==> config.mk <==
export PLATFORM = sky130hd
export DESIGN_NAME = sweep_vector_counter
export DESIGN_NICKNAME = d
export VERILOG_FILES = /design/src/rtl/sweep_vector_counter.sv
export SDC_FILE = /design/constraint.sdc
export NUM_CORES = 1
export LEC_CHECK = 0
export ABC_CLOCK_PERIOD_IN_PS = 1620
export CORE_AREA = 5 5 42 44
export DETAILED_ROUTE_END_ITERATION = 8
export DIE_AREA = 0 0 47 49
export MAX_ROUTING_LAYER = met4
export PLACE_DENSITY = 0.58
export SETUP_SLACK_MARGIN = 0.3
export SLEW_MARGIN = 10
export SYNTH_ARGS = -nofsm -noshare
export SYNTH_HDL_FRONTEND = slang
export SYNTH_SLANG_ARGS = --single-unit
export TNS_END_PERCENT = 1
==> constraint.sdc <==
create_clock -name clk -period 1.62 [get_ports clk]
set_input_delay 0.162 -clock clk [delete_from_list [all_inputs] [get_ports clk]]
set_output_delay 0.162 -clock clk [all_outputs]
set_load 0.02 [all_outputs]
==> src/rtl/sweep_vector_counter.sv <==
// 2n-bit operand-pair counter. The high half is operand A, the low half is
// operand B, so B increments fastest and carries into A.
module sweep_vector_counter #(
   parameter int W = 8
) (
   input  logic         clk,
   input  logic         rst_n,
   input  logic         clr,
   input  logic         en,
   output logic [W-1:0] value,
   output logic         wrap
);

   // Counter register: clear has priority over increment.
   always_ff @(posedge clk) begin
      // NOTE: state is updated with <= so every flop samples pre-edge values.
      if (!rst_n) begin
         value <= '0;
      end else if (clr) begin
         value <= '0;
      end else if (en) begin
         value <= value + W'(1);
      end
   end

   // The next increment rolls over to zero: this is the last vector.
   assign wrap = &value;

endmodule

# Word-level counts from Yosys, hierarchy flattened

Index checks and enable logic that the tools add are counted.

$add $sub $neg: 1
Bitwise gates (word level): 1
Reduce and logical (&&, ||, !) cells: 2

Operator list:

| operator                                    | count |
|---|---|
| adder 8 x 1 -> 8 bit, second input constant | 1 |
| AND reduction 8 bit                         | 1 |
| OR reduction 2 bit                          | 1 |
| inverter 1 bit                              | 1 |

Register bits after elaboration: 8
Input bits: 4
Output and inout bits: 9
Logic and storage cells: 5

# Depth between registers and ports, before layout

Depth after elaboration: 2
Gate-level depth with buffers: 4
Mapped depth without buffers: 4

# Least setup slack after synthesis

OpenSTA, ideal clock, no wires.

Path kind: register -> register
From: register value[0]
To: register value[6]
Setup time: 0.070 ns
Data arrival time: 1.240 ns
Required time: 1.550 ns
Slack: 0.310 ns
Cell stages (with the launch flop): 5
Buffers on the path: 0
Period minus slack after synthesis: 1.310 ns
Path through: dfxtp_1 ha_1 nand2_1 or3_1 a21oi_1

Longest elaborated chain between the ends: 1

RTL lines:

| what                     | RTL line | RTL |
|---|---|---|
| start: declaration       | 10       | `output logic [W-1:0] value,` |
| start signal: assignment | 22       | `value <= value + W'(1);` |
| adder 8 x 1 -> 8 bit     | 22       |  |

No other way between the ends.
A chain may end at the register's enable or synchronous reset.

# Worst setup path after layout

From: register value[2]
To: output value[2]

No word-level cell between the ends.

==> reports/qor.yml <==
sta:
  hold_violations: 0
  post-route-period-util: 0.927
  tightest_slew_ps: 306
  setup_viol: 0
  max_freq_mhz: 666
  timing.final.ws_setup_ps: 118
  rsz0062_at_grt: "true"
  slew_viol_final: 0
  fin_crit_ps: 1500
  relSlewSlack: 0.796
  totalNegativeSetupSlack_ps: 0
  skew_ps: 5.59
global_routing:
  busiest_layer: "met2"
  gr-usage-met1: 0.0867
  antenna_found_initial: 0
  grt_max_degree: 9
  grt_usage: 0.0812
  grt_overflow: 0
  grt_pass1_vias: 347
  grt_pass1_wl_um: 1320
  grtUsageMet2: 0.124
  grtUsageMet3: 0.0221
worst_setup_path:
  critical_path_class: "reg -> out"
  critPathMaxFanout: 5
  crit_required_ps: 1460
  end_kind: "primary output"
  r2r_slack_ps: 470
  arrival_ps: 1340
  cp-start-kind: "flip-flop"
  reg2reg_from: "value[0]$_SDFFE_PP0P_"
  r2r_cells: 4
  worstReg2RegEnd: "value[6]$_SDFFE_PP0P_"
cells_and_area:
  layout.nets: 65
  final_area_um2: 546
  top_regs: "value x8"
  area_delta_synth_final_pct: 54.1
  largest_register_ffs: 8
  num-fill-cells: 146
  antennaDiodeCount: 0
  regMostFlops: "value"
  layout-drive-gt1-share: 0.155
  post-route-util: 0.389
synth:
  synth-simple-area-share: 0.276
  ys.flop_type: "dfxtp_1"
  synth_top_family_by_area: "simple AND/OR/NAND/NOR gates"
  avgSynthCellArea_um2: 8.85
  synth-edff-count: 0
  synth_mux_area_frac: 0.0283
  synth_fa_ha_area_frac: 0.0353
  ys_top_cells_by_count: "8 x dfxtp_1, 6 x nor2_1"
  ys_ff_latch: 8
  netlist.area_leader.share: 0.452
  yosys.area.top_type: "dfxtp_1"
  synth_cells: 40
  ys_async_sr_fraction: 0
  synth_xor_area_frac: 0.0989
  synth_compound_area_frac: 0.0848
  synth_cell_type_count: 16
  syn-num-nets: 45
  synthMostInstantiatedCell: "dfxtp_1"
  synth_area_um2: 354
  ys_seq_area_frac: 0.452
  synthTopCellsByArea: "dfxtp_1 45%, xor2_1 7.4%, nor2_1 6.4%"
  yosysWarnings: 0
detailed_routing:
  route.detailed.drc: 0
  wire_per_inst_um: 10.6
  vias: 347
  routed_wl_um: 788
  final_antenna_net_count: 0
  firstDrtPassIters: 4
  drt_iter0_markers: 3
  viasPerCell: 4.69
cts:
  cts_tree: "done"
  cts.sink_count: 8
  post_cts_buffers: 0
  htreeDepth: 1
  clockBufferDepth: 2
  clock_latency_ps: 250
  clkTransAtPathRegs_ps: 60
  numCtsBuffers: 3
  cts_root_buffer: "clkbuf_4"
pwr:
  power_density_nw_per_um2: 703
  peakVddDrop_uv: 364
  power_leakage_nw: 0.226
  post-layout-total-power_mw: 0.383
placed_design:
  post-place-ws_ps: 161
  hpwl_um: 596
  routabilityCongestion: 0.767
  place_area_um2: 523
  port_buffers: 12
die:
  fp.coreArea_um2: 1400
  rows: 14
  die_height_um: 49
  die_x_um: 47
  die_area_um2: 2300
  initial_core_util: 0.253
  io_pins: 13
hold_path:
  min_from: "value[7]$_SDFFE_PP0P_"
  hold_path_class: "reg -> reg"
  holdPathEnd: "value[7]$_SDFFE_PP0P_"
  hold_path_depth: 2
outcome:
  status: "completed"
flow_run:
  cap_violations: 0
power by group:
group          switching (mW)  leakage (nW)  internal (mW)  total [mW]
Sequential           0.000931        0.0646          0.199       0.200
Combinational          0.0133         0.147         0.0166      0.0299
Clock                  0.0689        0.0138         0.0849       0.154
metrics by stage:
stage / hold slack (ps) / cells
after floorplan: 482 / 40
after global placement: 488 / 71
after detailed placement: 507 / 71
after CTS: 513 / 74
after global routing: 536 / 74
final: 503 / 74
worst max-delay path by stage:
stage / startpoint / endpoint / slack [ps] / cells after the start
global route: value[0]$_SDFFE_PP0P_ / wrap / 80 / 4
global placement: value[1]$_SDFFE_PP0P_ / wrap / 190 / 4
detailed placement: value[0]$_SDFFE_PP0P_ / wrap / 160 / 4
floorplan: value[0]$_SDFFE_PP0P_ / value[6]$_SDFFE_PP0P_ / 310 / 4
finish: value[2]$_SDFFE_PP0P_ / value[2] / 120 / 2
CTS: value[2]$_SDFFE_PP0P_ / value[2] / 110 / 2
placed cells by master (no fill, tap or decap), types with 3 or more instances in the layout:
cell type / count
clkdlybuf4s50_1: 9
xor2_1: 3
nand4_1: 3
o21ai_0: 3
nor2_1: 6
or3_1: 3
dfxtp_1: 8
nand3_1: 3
buf_4: 5
clkbuf_4: 3
a21oi_1: 3
metal layers:
layer | up-vias | routed length [µm] | part of all wire
met5 | - | 0 | 0
met4 | 0 | 3 | 0.0038
met3 | 2 | 45 | 0.057
met2 | 10 | 391 | 0.50
met1 | 154 | 347 | 0.44
li1 | 181 | - | -
logic make-up (layout without fill, tap and decap cells):
logic type      after synthesis  count (layout)
compound gates                6               6
xor+xnor                      4               4
fa+ha+maj                     1               1
buf+inv                       2              20
flops                         8               8
mux                           1               1
simple gates                 18              18
repair_timing:
action	CTS	global route
hold buffers	0	0
setup endpoints to repair	9	8
gates resized for setup	2	1
worst max-delay path, cell delays in order, from the launching register on:
cell and delay, ps:
dfxtp_1 340, buf_4 140, clkdlybuf4s50_1 600
area by class of cell:
class	count	area, µm²	share of cell area
clock buffers	3	22.5	0.0413
multi-input cells	30	185	0.339
flip-flops and latches	8	160	0.294
well taps	16	20.0	0.0367
repair buffers	17	158	0.289
(Power assumes the default switching activity.)
